File: src/rtl/rr_arb4_sel.sv
// rr_arb4_sel: four-requester round-robin packet arbiter that drives the select
// of a downstream 4:1 data mux plus the per-channel handshakes.
// A grant is locked for a whole packet and released on the accepted last beat.
// The releasing channel then drops to lowest priority.
// Optional forced release of a stalled lock: define ARB_TIMEOUT_EN.
module rr_arb4_sel #(
    parameter int unsigned MAX_HOLD = 16,
    parameter int unsigned CNT_W    = 16
) (
    input  logic       clk,
    input  logic       reset,
    input  logic [3:0] req,
    input  logic [3:0] last,
    input  logic       out_ready,
    output logic [1:0] sel,
    output logic [3:0] grant,
    output logic       out_valid,
    output logic [3:0] in_ready,
    output logic       busy,
    output logic       timeout
);

    // Reject hold limits the counter cannot represent before anything is built.
    if ((MAX_HOLD < 2) || (MAX_HOLD > 65535) ||
        ((64'd1 << CNT_W) <= 64'(MAX_HOLD))) begin : gBadParams
        $error("rr_arb4_sel: MAX_HOLD must be 2..65535 and below 2**CNT_W");
    end

    typedef enum logic {
        IDLE,
        LOCKED
    } state_t;

    state_t     state_q, state_d;
    logic [3:0] grant_q, grant_d;
    logic [1:0] sel_q,   sel_d;
    logic [1:0] ptr_q,   ptr_d;
    logic       busy_q,  busy_d;

    logic [1:0] idleWinner;
    logic [1:0] releaseWinner;
    logic       beatAccept;
    logic       lastAccept;
    logic       holdExpire;

    // Search order is base+1, base+2, base+3, base; the earliest requester wins.
    // Iterating from the far end lets the closest hit overwrite the result.
    function automatic logic [1:0] pickWinner(input logic [1:0] base,
                                              input logic [3:0] reqVec);
        logic [1:0] idx;
        pickWinner = base;
        for (int k = 4; k >= 1; k--) begin
            idx = base + 2'(k);
            if (reqVec[idx]) begin
                pickWinner = idx;
            end
        end
    endfunction

    // From IDLE the search starts after the last released channel.
    assign idleWinner = pickWinner(ptr_q, req);
    // On release the releasing channel becomes the new pointer, which makes it lowest priority.
    assign releaseWinner = pickWinner(sel_q, req);

    // Handshakes come straight from the registered grant; grant is zero in IDLE.
    assign out_valid  = |(grant_q & req);
    assign in_ready   = grant_q & {4{out_ready}};
    assign beatAccept = (state_q == LOCKED) && out_valid && out_ready;
    assign lastAccept = beatAccept && last[sel_q];

    assign sel   = sel_q;
    assign grant = grant_q;
    assign busy  = busy_q;

`ifdef ARB_TIMEOUT_EN
    logic [CNT_W-1:0] holdCnt_q, holdCnt_d;
    logic             timeout_q, timeout_d;

    // Expiry is the stalled cycle that would carry the counter up to MAX_HOLD.
    // An accepted beat never expires, so a last on that cycle is a normal release.
    assign holdExpire = (state_q == LOCKED) && !beatAccept &&
                        (holdCnt_q == CNT_W'(MAX_HOLD - 1));

    // Count stalled LOCKED cycles; any accepted beat, release or fresh lock restarts it.
    always_comb begin
        holdCnt_d = '0;
        timeout_d = holdExpire;
        if ((state_q == LOCKED) && !beatAccept && !holdExpire) begin
            holdCnt_d = holdCnt_q + CNT_W'(1);
        end
    end

    // Hold counter and the one-cycle timeout pulse.
    always_ff @(posedge clk or posedge reset) begin
        if (reset) begin
            holdCnt_q <= '0;
            timeout_q <= 1'b0;
        end else begin
            holdCnt_q <= holdCnt_d;
            timeout_q <= timeout_d;
        end
    end

    assign timeout = timeout_q;
`else
    assign holdExpire = 1'b0;
    assign timeout    = 1'b0;
`endif

    // Next-state: lock onto a winner from IDLE, or on release hand over with no idle bubble.
    always_comb begin
        state_d = state_q;
        grant_d = grant_q;
        sel_d   = sel_q;
        ptr_d   = ptr_q;
        busy_d  = busy_q;
        case (state_q)
            IDLE: begin
                if (|req) begin
                    state_d = LOCKED;
                    grant_d = 4'b0001 << idleWinner;
                    sel_d   = idleWinner;
                    busy_d  = 1'b1;
                end
            end
            LOCKED: begin
                if (lastAccept || holdExpire) begin
                    ptr_d = sel_q;
                    if (|req) begin
                        grant_d = 4'b0001 << releaseWinner;
                        sel_d   = releaseWinner;
                    end else begin
                        state_d = IDLE;
                        grant_d = 4'b0000;
                        busy_d  = 1'b0;
                    end
                end
            end
            default: begin
                state_d = IDLE;
                grant_d = 4'b0000;
                busy_d  = 1'b0;
            end
        endcase
    end

    // Arbiter state registers; reset abandons any packet in flight.
    // The pointer resets to 3 so channel 0 is searched first.
    always_ff @(posedge clk or posedge reset) begin
        if (reset) begin
            state_q <= IDLE;
            grant_q <= 4'b0000;
            sel_q   <= 2'b00;
            ptr_q   <= 2'b11;
            busy_q  <= 1'b0;
        end else begin
            state_q <= state_d;
            grant_q <= grant_d;
            sel_q   <= sel_d;
            ptr_q   <= ptr_d;
            busy_q  <= busy_d;
        end
    end

endmodule

File: config.mk
export PLATFORM = sky130hd
export DESIGN_NAME = rr_arb4_sel
export DESIGN_NICKNAME = d
export VERILOG_FILES = /design/src/rtl/rr_arb4_sel.sv
export SDC_FILE = /design/constraint.sdc
export NUM_CORES = 1
export LEC_CHECK = 0
export BUFFER_PORTS_ARGS = -buffer_cell sky130_fd_sc_hd__buf_2
export CAP_MARGIN = 20
export CORE_UTILIZATION = 49
export DETAILED_ROUTE_END_ITERATION = 8
export PLACE_DENSITY = 0.73
export SETUP_SLACK_MARGIN = 0.1
export SLEW_MARGIN = 20
export SYNTH_ARGS = -nofsm -noshare
export SYNTH_HDL_FRONTEND = slang
export SYNTH_SLANG_ARGS = --single-unit
File: constraint.sdc
create_clock -name clk -period 2.2 [get_ports clk]
set_clock_uncertainty 0.15 [all_clocks]
set_input_delay 0.33 -clock clk [delete_from_list [all_inputs] [get_ports clk]]
set_output_delay 0.33 -clock clk [all_outputs]
set_load 0.05 [all_outputs]
==> results of run 1 <==
[worst min-delay path, stage by stage]
cell and delay, ps:
buf_2 140, nor4_1 60, buf_4 150, nand2_1 50
[power by group through the flow]
stage          clock network [uW]  logic (uW)  registers (uW)
2_1_floorplan                   0         516             558
3_3_place_gp                    0         859             395
3_5_place_dp                    0         871             395
4_1_cts                       176         874             392
5_1_grt                       183         931             407
6_report                      174         878             392
[layer usage]
layer  part of all wire [%]  vias up  routed length (um)  global-route usage [%]
li1                       -      383                   -                       -
met1                     44      393                 854                    31.3
met2                     48       26                 931                    37.8
met3                    5.5        5                 105                    3.91
met4                    1.6        0                  31                    11.0
met5                      0        -                   0                       0
[placed cells by master (no fill, tap or decap), types with 4 or more instances in the layout]
cell       n
nand2b_1   5
o21ai_0    5
dfrtp_1    7
buf_2     22
nor3_1     6
a21oi_1    9
nand2_1    8
inv_1      4
nor2_1     8
and2_1     4
[timing repair]
action,CTS,global route
hold buffers,1,0
setup endpoints to repair,0,0
hold endpoints to repair,8,0
[through the flow]
step | power (uW) | cells | hold slack [ps] | instance area [sq um] | setup WS (ps)
finish | 1440 | 132 | 341 | 940 | 288
floorplan | 1070 | 92 | 18.7 | 783 | 115
CTS | 1440 | 132 | 347 | 940 | 286
detailed placement | 1270 | 127 | 182 | 893 | 309
global route | 1520 | 132 | 372 | 940 | 238
global placement | 1250 | 127 | 175 | 893 | 311
[registers in the layout, indices dropped and copies added, names as in the netlist]
| register | flops |
|---|---|
| sel | 2 |
| state_q | 1 |
| ptr_q | 2 |
| grant | 4 |
| busy | 1 |
[cell usage after synthesis (2+ instances only)]
cell type  n
nand2b_1   5
mux2_4     2
a21oi_1    9
o21ai_0    5
a22o_1     3
dfrtp_1    8
a32oi_1    2
dfstp_2    2
ha_1       2
nor2_1     8
nor3_1     6
or3_1      2
and2_1     4
nand2_1    8
o21a_1     2
inv_1      4
o32a_1     2
[kinds of logic (layout without fill, tap and decap cells)]
family                     count (synthesis)  after routing  synth area share [%]
DFF                                       10             10                  32.3
other                                      1              1                 0.480
AOI/OAI and AO/OA                         28             28                  25.0
adders and majority gates                  2              2                  3.20
buffers and inverters                      8             32                  5.44
and+or+nand+nor                           40             40                  26.4
muxes                                      3              3                  7.20
[worst max-delay path by stage]
| stage | cells after the start | slack (ps) | endpoint |
|---|---|---|---|
| 6_report | 4 | 290 | ptr_q[0]$_DFFE_PP1P_ |
| 5_1_grt | 4 | 240 | ptr_q[0]$_DFFE_PP1P_ |
| 4_1_cts | 3 | 290 | out_valid |
| 3_5_place_dp | 4 | 310 | ptr_q[0]$_DFFE_PP1P_ |
| 3_3_place_gp | 4 | 310 | ptr_q[0]$_DFFE_PP1P_ |
| 2_1_floorplan | 6 | 120 | grant[2]$_DFFE_PP0P_ |
[cell type report]
cell class	count	area, sq um
Clock buffer	4	36.3
Fill cell	133	567
Inverter	4	15.0
Multi-Input combinational cell	74	487
Sequential cell	10	254
Tap cell	16	20.0
Timing Repair Buffer	24	128
==> results.json, run 1 <==
{
  "yosysTopAreaCell": "dfrtp_1",
  "power.share.switching_pct": 52.9,
  "finalSetupViolations": 0,
  "postRouteAntennaNets": 0,
  "yosys_warnings": 0,
  "core_area_sq_um": 1510,
  "drtIter0Drc": 27,
  "crit_arrival_ps": 1960,
  "path_buf_inv": 0,
  "clock_power_share_pct": 12.0,
  "crit_type": "register to register",
  "min_to": "state_q$_DFF_PP0_",
  "timing.rr.start": "sel[0]$_DFFE_PP0P_",
  "ys_ff_latch": 10,
  "overflow": 0,
  "cts_buffers": 3,
  "switchingPower_uw": 764,
  "drv_slew": 0,
  "ios": 24,
  "min_period_ps": 1910,
  "syn-num-nets": 105,
  "ys_seq_area_share_pct": 32.3,
  "cp_top_family": "multiplexers",
  "slew_headroom_pct": 55.5,
  "p_comb_share_pct": 60.8,
  "drive_gt1_share_pct": 31.0,
  "antenna_found_initial": 0,
  "die_w_um": 42.0,
  "status": "completed",
  "routed_wl_mm": 1.92,
  "critPathMaxStageDelay_ps": 580,
  "fin_crit_sh_pct": 86.9,
  "grt_max_degree": 11,
  "startpoint": "sel[0]$_DFFE_PP0P_",
  "r2r_end": "ptr_q[0]$_DFFE_PP1P_",
  "area_delta_synth_final_pct": 20.2,
  "grt_pass1_wl_mm": 3.11,
  "peakVddDrop_v": 0.000868,
  "avgSynthCellArea_sq_um": 8.50,
  "worstSetupEndpointType": "register",
  "path_clk_slew_ps": 80,
  "initial_core_util_pct": 51.9,
  "antenna_cells": 0,
  "cp_max_fo": 8,
  "clock_sinks": 10,
  "syn_inst": 92,
  "cts_setup_buffers": 0,
  "h-tree-depth": 1,
  "grt_util_all_layers_pct": 23.7,
  "grt_setup_unrepaired": "false",
  "grt_pass1_vias": 698,
  "timing.fmax_ghz": 0.523,
  "hp-start": "req[2]",
  "syn_area_sq_um": 782,
  "vias": 807,
  "dr.pass1.iters": 5,
  "cts-root-buf": "clkbuf_4",
  "avgRoutedWirePerCell_um": 14.6,
  "drc": 0,
  "hold_viol_final": 0,
  "power_frac_seq_pct": 27.2,
  "synth_flop_cell": "dfrtp_1",
  "die_h_um": 42.0,
  "gp_congestion": 0.889,
  "die_area_sq_um": 1760,
  "power_density_nw_per_um2": 1540,
  "async_flop_share_pct": 100,
  "synth-edff-count": 0,
  "utilization_pct": 62.4,
  "power.internal_uw": 680,
  "crit_path_start_kind": "register",
  "cts_tree": "done",
  "power_leakage_uw": 0.000448,
  "r2r_slack_ps": 290,
  "viasPerCell": 6.11,
  "floorplan.rows": 14,
  "yosysTopAreaCellShare_pct": 25.6,
  "nets": 130,
  "hold_path_depth": 4,
  "clk_path_buf_depth": 2,
  "reg2reg_depth": 4,
  "tightestPinTransition_ps": 658,
  "fin_setup_tns_ps": 0,
  "hpwl_mm": 1.40,
  "synth_cell_types": 35,
  "crit_slowest_cell": "mux4_1",
  "cts_resized": 0,
  "crit_chain": "mux4_1 -> o211ai_2 -> or2_4 -> mux2_4",
  "worstHoldPathType": "primary input to register",
  "clkLatencyLatePin_ps": 280,
  "synth_area_leaders": "dfrtp_1 26%, dfstp_2 6.7%, a21oi_1 5.8%",
  "critPathRequiredTime_ps": 2250,
  "max_cap_violations": 0,
  "io_buffers": 22
}
(Power assumes the default switching activity.)
==> run 2, diff against run 1 <==
--- a/config.mk
+++ b/config.mk
@@ -9,8 +9,9 @@
 export CAP_MARGIN = 20
 export CORE_UTILIZATION = 49
 export DETAILED_ROUTE_END_ITERATION = 8
+export HOLD_SLACK_MARGIN = 0.12
 export PLACE_DENSITY = 0.73
-export SETUP_SLACK_MARGIN = 0.1
+export SETUP_SLACK_MARGIN = 0.4
 export SLEW_MARGIN = 20
 export SYNTH_ARGS = -nofsm -noshare
 export SYNTH_HDL_FRONTEND = slang
==> run 2 against run 1 <==
  * Final area rose by 13%
  * Sequential share of layout area decreased by 2.9 points
  * Non-clock buffer count increased by 6
  * Hold slack lost 62 ps
  * Critical path type is now register to output pin
  * Worst setup slack gained 96 ps
  * Critical endpoint is now out_valid
  * Global-route usage is 0.71 points lower
  * Highest routed layer unchanged
==> results.json, run 2 (synthesis results as in run 1) <==
{
  "ios": 24,
  "die_area_sq_um": 1760,
  "gp_congestion": 0.880,
  "worstHoldPathType": "primary input to register",
  "clock_power_share_pct": 10.1,
  "overflow": 0,
  "worstSetupEndpointType": "output pin",
  "path_clk_slew_ps": 70,
  "drc": 0,
  "crit_path_start_kind": "register",
  "fin_crit_sh_pct": 82.5,
  "num-fill-cells": 113,
  "multi_input_area_sq_um": 552,
  "routed_wl_mm": 2.01,
  "cts-root-buf": "clkbuf_4",
  "timing.fmax_ghz": 0.551,
  "vias": 784,
  "cts_buffers": 3,
  "power.internal_uw": 811,
  "floorplan.rows": 14,
  "min_period_ps": 1820,
  "max_cap_violations": 0,
  "hold_viol_final": 0,
  "antenna_cells": 0,
  "initial_core_util_pct": 51.9,
  "globalRouteMet2Util_pct": 34.1,
  "h-tree-depth": 1,
  "largest_reg_flops": 4,
  "grt_busiest_layer": "met2",
  "clk_path_buf_depth": 2,
  "nets": 136,
  "io_buffers": 22,
  "postRouteAntennaNets": 0,
  "switchingPower_uw": 825,
  "mostFrequentLayoutCells": "21 x buf_2, 8 x nor2_1, 8 x nand2_1",
  "peakVddDrop_v": 0.000775,
  "crit_type": "register to output pin",
  "utilization_pct": 70.5,
  "grt_max_degree": 11,
  "die_h_um": 42.0,
  "p_comb_share_pct": 65.9,
  "clkLatencyLatePin_ps": 270,
  "clock_sinks": 10,
  "dr.pass1.iters": 4,
  "final_common_cell": "buf_2",
  "critPathRequiredTime_ps": 1720,
  "cp_max_fo": 3,
  "grt_pass1_vias": 647,
  "die_w_um": 42.0,
  "power.share.switching_pct": 50.4,
  "grt_setup_unrepaired": "true",
  "status": "completed",
  "power_leakage_uw": 0.000487,
  "avgRoutedWirePerCell_um": 14.6,
  "crit_arrival_ps": 1340,
  "area_delta_synth_final_pct": 35.8,
  "grt_util_all_layers_pct": 23.0,
  "place_ws_ps": 270,
  "finalSetupViolations": 0,
  "fin_setup_tns_ps": 0,
  "drive_gt1_share_pct": 43.4,
  "drv_slew": 0,
  "antenna_found_initial": 0,
  "hpwl_mm": 1.38,
  "core_area_sq_um": 1510,
  "use_met3_pct": 3.91,
  "met1_usage_pct": 32.8,
  "power_density_nw_per_um2": 1540,
  "viasPerCell": 5.68,
  "cts_tree": "done",
  "grt_pass1_wl_mm": 3.02,
  "drtIter0Drc": 39,
  "regArea_sq_um": 256,
  "placed_area_sq_um": 898,
  "setup_ws_ps": 385,
  "fin_area_sq_um": 1060,
  "power_frac_seq_pct": 23.9
}
## run 2: cell types whose count changed in the layout (fill, tap and decap cells not counted), moves of 2 or more
cell / previous run / this run
a21oi_1: 9 / 6
a21oi_2: 1 / 4
dfrtp_1: 7 / 5
dfrtp_2: 1 / 3
buf_4: 1 / 7
## run 2: worst paths after layout
path / from / endpoint / slack [ps] / depth (start not counted)
setup / recovery: grant[2]$_DFFE_PP0P_ / out_valid / 380 / 3
setup reg to reg: sel[0]$_DFFE_PP0P_ / ptr_q[1]$_DFFE_PP1P_ / 410 / 4
hold reg to reg: busy$_DFFE_PP0P_ / busy$_DFFE_PP0P_ / 380 / 2
max in group asynchronous: reset / ptr_q[0]$_DFFE_PP1P_ / 1160 / 3
min in group asynchronous: reset / grant[0]$_DFFE_PP0P_ / 420 / 3
hold / removal: req[2] / state_q$_DFF_PP0_ / 280 / 3
## run 2: power groups by stage
| stage | Combinational (uW) | Clock [uW] | Sequential (uW) |
|---|---|---|---|
| detailed placement | 859 | 0 | 401 |
| floorplan | 530 | 0 | 563 |
| finish | 1080 | 166 | 392 |
| CTS | 954 | 169 | 387 |
| global route | 1140 | 182 | 403 |
| global placement | 855 | 0 | 397 |
## run 2: per-stage QoR
step / std cells / total power, uW / hold slack, ps
floorplan: 92 / 1090 / 18.6
CTS: 134 / 1510 / 243
finish: 138 / 1640 / 278
detailed placement: 126 / 1260 / 173
global route: 138 / 1730 / 289
global placement: 126 / 1250 / 168
## run 2: critical path, cell delays in order, from the launching register on
cell and delay [ps]:
dfrtp_1 410, a22o_1 260, or2_4 250, buf_8 150
## run 2: layout make-up
class                           instances  area share, %
Tap cell                               16           1.88
Clock buffer                            4           3.42
Timing Repair Buffer                   30           17.2
Inverter                                4           1.41
Sequential cell                        10           24.1
Multi-Input combinational cell         74           51.9
## run 2: layer usage
layer | share of wire [%] | up-vias
li1 | - | 391
met3 | 4.4 | 4
met1 | 45 | 359
met4 | 1.0 | 0
met2 | 49 | 30
met5 | 0 | -
## run 2: repair_timing
item,4_1_cts,5_1_grt
hold endpoints to repair,8,0
buffers inserted,3,4
resized for setup,5,10
hold buffers,1,0
setup endpoints to repair,4,7
pin swaps,1,3
==> run 3, diff against run 2 <==
--- a/config.mk
+++ b/config.mk
@@ -5,12 +5,13 @@
 export SDC_FILE = /design/constraint.sdc
 export NUM_CORES = 1
 export LEC_CHECK = 0
+export ABC_AREA = 1
 export BUFFER_PORTS_ARGS = -buffer_cell sky130_fd_sc_hd__buf_2
 export CAP_MARGIN = 20
-export CORE_UTILIZATION = 49
+export CORE_UTILIZATION = 53
 export DETAILED_ROUTE_END_ITERATION = 8
 export HOLD_SLACK_MARGIN = 0.12
-export PLACE_DENSITY = 0.73
+export PLACE_DENSITY = 0.75
 export SETUP_SLACK_MARGIN = 0.4
 export SLEW_MARGIN = 20
 export SYNTH_ARGS = -nofsm -noshare
==> constraint.sdc (replaced) <==
create_clock -name clk -period 1.7 [get_ports clk]
set_clock_uncertainty 0.15 [all_clocks]
set_input_delay 0.255 -clock clk [delete_from_list [all_inputs] [get_ports clk]]
set_output_delay 0.255 -clock clk [all_outputs]
set_load 0.05 [all_outputs]
==> run 3 against run 2 <==
  * The flow now stops in 5_1_grt
  * Synthesized cell count is 98% higher
  * Area after synthesis rose by 34%
==> results.json, run 3 <==
{
  "syn-num-nets": 195,
  "cts-root-buf": "clkbuf_4",
  "io_buffers": 22,
  "hpwl_mm": 2.07,
  "gp_congestion": 0.956,
  "synth_flop_cell": "dfrtp_1",
  "synth_area_leaders": "nand2_1 32%, dfrtp_1 19%, nand3_1 7.6%",
  "die_h_um": 46.5,
  "placed_area_sq_um": 1280,
  "yosysTopAreaCellShare_pct": 32.2,
  "synth-edff-count": 0,
  "ys_ff_latch": 10,
  "clk_path_buf_depth": 2,
  "syn_area_sq_um": 1050,
  "postGrtWorstEndpoint": "grant[0]$_DFFE_PP0P_/D",
  "synth_common_cells": "90 x nand2_1, 16 x nand3_1, 15 x inv_1",
  "h-tree-depth": 1,
  "synth_most_common_cell": "nand2_1",
  "avgSynthCellArea_sq_um": 5.77,
  "clock_sinks": 10,
  "ys_seq_area_share_pct": 24.1,
  "grt_max_degree": 11,
  "haltStage": "5_1_grt",
  "error": "[ERROR DPL-0033] detailed placement checks failed during check placement.",
  "yosysTopAreaCell": "nand2_1",
  "yosys_warnings": 0,
  "die_w_um": 46.5,
  "async_flop_share_pct": 100,
  "dp.cells": 235,
  "cts_buffers": 3,
  "status": "stopped before the end",
  "floorplan.rows": 15,
  "ios": 24,
  "antenna_found_initial": 0,
  "synth_cell_types": 24,
  "syn_inst": 182,
  "initial_core_util_pct": 58.9,
  "worstEpCategory": "register data pin"
}
==> run 3: through the flow <==
stage	utilization, %	worst slack, ps	hold WS (ps)
floorplan	-	8.28	-56.7
detailed placement	71.6	-118	106
CTS	86.0	15.3	345
global placement	71.6	-70.8	91.3
==> run 3: logic make-up after synthesis <==
| group | synth area share (%) |
|---|---|
| other cells | 0.357 |
| simple gates | 57.1 |
| compound gates | 5.13 |
| flops | 24.1 |
| buf+inv | 11.0 |
| fa+ha+maj | 2.38 |
==> run 3: repair_timing <==
| item | 4_1_cts |
|---|---|
| pin swaps | 8 |
| hold buffers | 1 |
| hold endpoints to repair | 8 |
| resized for setup | 49 |
| buffers inserted | 8 |
| setup endpoints to repair | 21 |
==> run 4, diff against run 3 <==
--- a/config.mk
+++ b/config.mk
@@ -8,11 +8,10 @@
 export ABC_AREA = 1
 export BUFFER_PORTS_ARGS = -buffer_cell sky130_fd_sc_hd__buf_2
 export CAP_MARGIN = 20
-export CORE_UTILIZATION = 53
+export CORE_AREA = 2 2 63 65
 export DETAILED_ROUTE_END_ITERATION = 8
-export HOLD_SLACK_MARGIN = 0.12
-export PLACE_DENSITY = 0.75
-export SETUP_SLACK_MARGIN = 0.4
+export DIE_AREA = 0 0 65 67
+export PLACE_DENSITY_LB_ADDON = 0.15
 export SLEW_MARGIN = 20
 export SYNTH_ARGS = -nofsm -noshare
 export SYNTH_HDL_FRONTEND = slang
==> run 4 against run 3 <==
  * The flow now finishes, with violations (negative setup slack)
  * Area after synthesis unchanged
  * Synthesized cell count unchanged
==> results.json, run 4 <==
{
  "status": "complete, but fails checks",
  "violations": "negative setup slack",
  "die_h_um": 67,
  "initial_core_util_pct": 29.1,
  "critPathMaxStageDelay_ps": 600,
  "yosysTopAreaCell": "nand2_1",
  "synth-edff-count": 0,
  "fin_area_sq_um": 1500,
  "synth_flop_cell": "dfrtp_1",
  "ios": 24,
  "synth_area_leaders": "nand2_1 32%, dfrtp_1 19%, nand3_1 7.6%",
  "yosysTopAreaCellShare_pct": 32.2,
  "drc": 0,
  "power_density_nw_per_um2": 2020,
  "yosys_warnings": 0,
  "final_common_cell": "nand2_1",
  "overflow": 0,
  "hold_viol_final": 0,
  "hpwl_mm": 2.32,
  "clkLatencyLatePin_ps": 240,
  "antenna_found_initial": 0,
  "cts_buffers": 3,
  "die_area_sq_um": 4360,
  "grt_setup_unrepaired": "true",
  "ys_ff_latch": 10,
  "whs_ps": 359,
  "largest_reg_flops": 4,
  "drive_gt1_share_pct": 43.8,
  "cts_tree": "done",
  "syn-num-nets": 195,
  "vias": 1234,
  "crit_chain": "inv_4 -> nand2_2 -> nand2_4 -> nand2_2 -> nand2_1 -> nor2_1 -> nand2_1 -> nand2_2 -> nand2_2 -> nand2_1 -> inv_1 -> nand3b_1 -> nand2_1",
  "power_leakage_uw": 0.000867,
  "power.share.switching_pct": 55.2,
  "grt_pass1_vias": 1124,
  "timing.rr.start": "ptr_q[0]$_DFFE_PP1P_",
  "mostFrequentLayoutCells": "73 x nand2_1, 24 x nand2_2, 22 x buf_2",
  "worstHoldPathType": "register to register",
  "floorplan.rows": 22,
  "crit_path_start_kind": "register",
  "placed_area_sq_um": 1310,
  "fin_setup_tns_ps": -187,
  "place_ws_ps": -169,
  "core_area_sq_um": 3610,
  "clock_sinks": 10,
  "nets": 240,
  "synth_most_common_cell": "nand2_1",
  "io_buffers": 22,
  "path_clk_slew_ps": 50,
  "drtIter0Drc": 43,
  "clk_path_buf_depth": 2,
  "utilization_pct": 41.7,
  "gp_congestion": 0.807,
  "r2r_slack_ps": -50,
  "min_period_ps": 1750,
  "switchingPower_uw": 1680,
  "syn_inst": 182,
  "synth_cell_types": 24,
  "synth_common_cells": "90 x nand2_1, 16 x nand3_1, 15 x inv_1",
  "setup.worst_path.end": "grant[0]$_DFFE_PP0P_",
  "cp_max_fo": 9,
  "max_cap_violations": 0,
  "setup_ws_ps": -50.3,
  "avgRoutedWirePerCell_um": 10.8,
  "power_frac_seq_pct": 16.5,
  "path_buf_inv": 2,
  "finalSetupViolations": 6,
  "dr.pass1.iters": 4,
  "r2r_end": "grant[0]$_DFFE_PP0P_",
  "power.internal_uw": 1360,
  "async_flop_share_pct": 100,
  "grt_util_all_layers_pct": 15.1,
  "crit_arrival_ps": 1720,
  "p_comb_share_pct": 75.1,
  "grt_max_degree": 11,
  "critPathRequiredTime_ps": 1670,
  "area_delta_synth_final_pct": 43.3,
  "routed_wl_mm": 2.97,
  "timing.fmax_ghz": 0.571,
  "peakVddDrop_v": 0.00121,
  "worstSetupEndpointType": "register",
  "antenna_cells": 0,
  "startpoint": "ptr_q[0]$_DFFE_PP1P_",
  "reg2reg_depth": 13,
  "ys_seq_area_share_pct": 24.1,
  "die_w_um": 65,
  "postRouteAntennaNets": 0,
  "cts-root-buf": "clkbuf_8",
  "avgSynthCellArea_sq_um": 5.77,
  "crit_type": "register to register",
  "h-tree-depth": 1,
  "fin_crit_sh_pct": 103,
  "cp_top_family": "simple AND/OR/NAND/NOR gates",
  "grt_pass1_wl_mm": 5.10,
  "clock_power_share_pct": 8.4,
  "drv_slew": 0,
  "viasPerCell": 4.50,
  "syn_area_sq_um": 1050,
  "cp.depth": 13,
  "crit_slowest_cell": "dfstp_2"
}
==> run 4: cell counts after synthesis <==
No cell type changed its count.
==> run 4: power groups by stage <==
stage | combinational, uW | sequential (uW) | clock [uW]
final | 2290 | 501 | 256
after global routing | 2550 | 521 | 285
after CTS | 2080 | 506 | 267
after detailed placement | 1940 | 518 | 0
after global placement | 1960 | 519 | 0
after floorplan | 1300 | 670 | 0
==> run 4: how the worst min path moves through the flow <==
stage / start / end / slack (ps) / depth (start not counted)
3_5_place_dp: reset / state_q$_DFF_PP0_ / 120 / 2
2_1_floorplan: reset / busy$_DFFE_PP0P_ / -60 / 1
4_1_cts: busy$_DFFE_PP0P_ / busy$_DFFE_PP0P_ / 360 / 2
5_1_grt: busy$_DFFE_PP0P_ / busy$_DFFE_PP0P_ / 380 / 2
3_3_place_gp: reset / state_q$_DFF_PP0_ / 120 / 2
6_report: busy$_DFFE_PP0P_ / busy$_DFFE_PP0P_ / 360 / 2
==> run 4: worst register-to-register path: cells and delay by family, from the launching register on <==
family	cells	cell delay, ps
buffers and inverters	2	130
DFF	1	600
and+or+nand+nor	11	750
==> run 4: cell type report <==
type	instances	area, sq um
repair buffers	44	289
well taps	48	60.1
fillers	394	2100
inverters	20	82.6
clock buffers	4	45.0
multi-input cells	148	767
flip-flops and latches	10	260
==> run 4: metal layers <==
layer  GRT usage (%)  vias up  share of wire, %
met5               0        -                 0
met4            5.59        0               1.4
met3            1.52        5               2.1
met2            25.3       23                48
met1            20.0      558                49
li1                -      648                 -
==> run 4: cell families (layout without fill, tap and decap cells) <==
family,count (synthesis),count (layout),synth area share [%]
compound gates,9,9,5.13
other cells,1,1,0.357
simple gates,136,136,57.1
fa+ha+maj,2,2,2.38
flops,10,10,24.1
buf+inv,24,68,11.0
==> run 4: timing repair <==
| item | 4_1_cts | 5_1_grt |
|---|---|---|
| hold buffers | 1 | 0 |
| resized for setup | 11 | 21 |
| setup endpoints to repair | 6 | 7 |
| endpoints found under the hold margin | 8 | 0 |
| pin swaps | 8 | 8 |
| buffers inserted | 3 | 3 |
==> run 4: through the flow <==
stage	std cells	power [uW]
floorplan	182	1970
global placement	263	2480
detailed placement	263	2460
CTS	271	2860
global route	274	3350
finish	274	3040
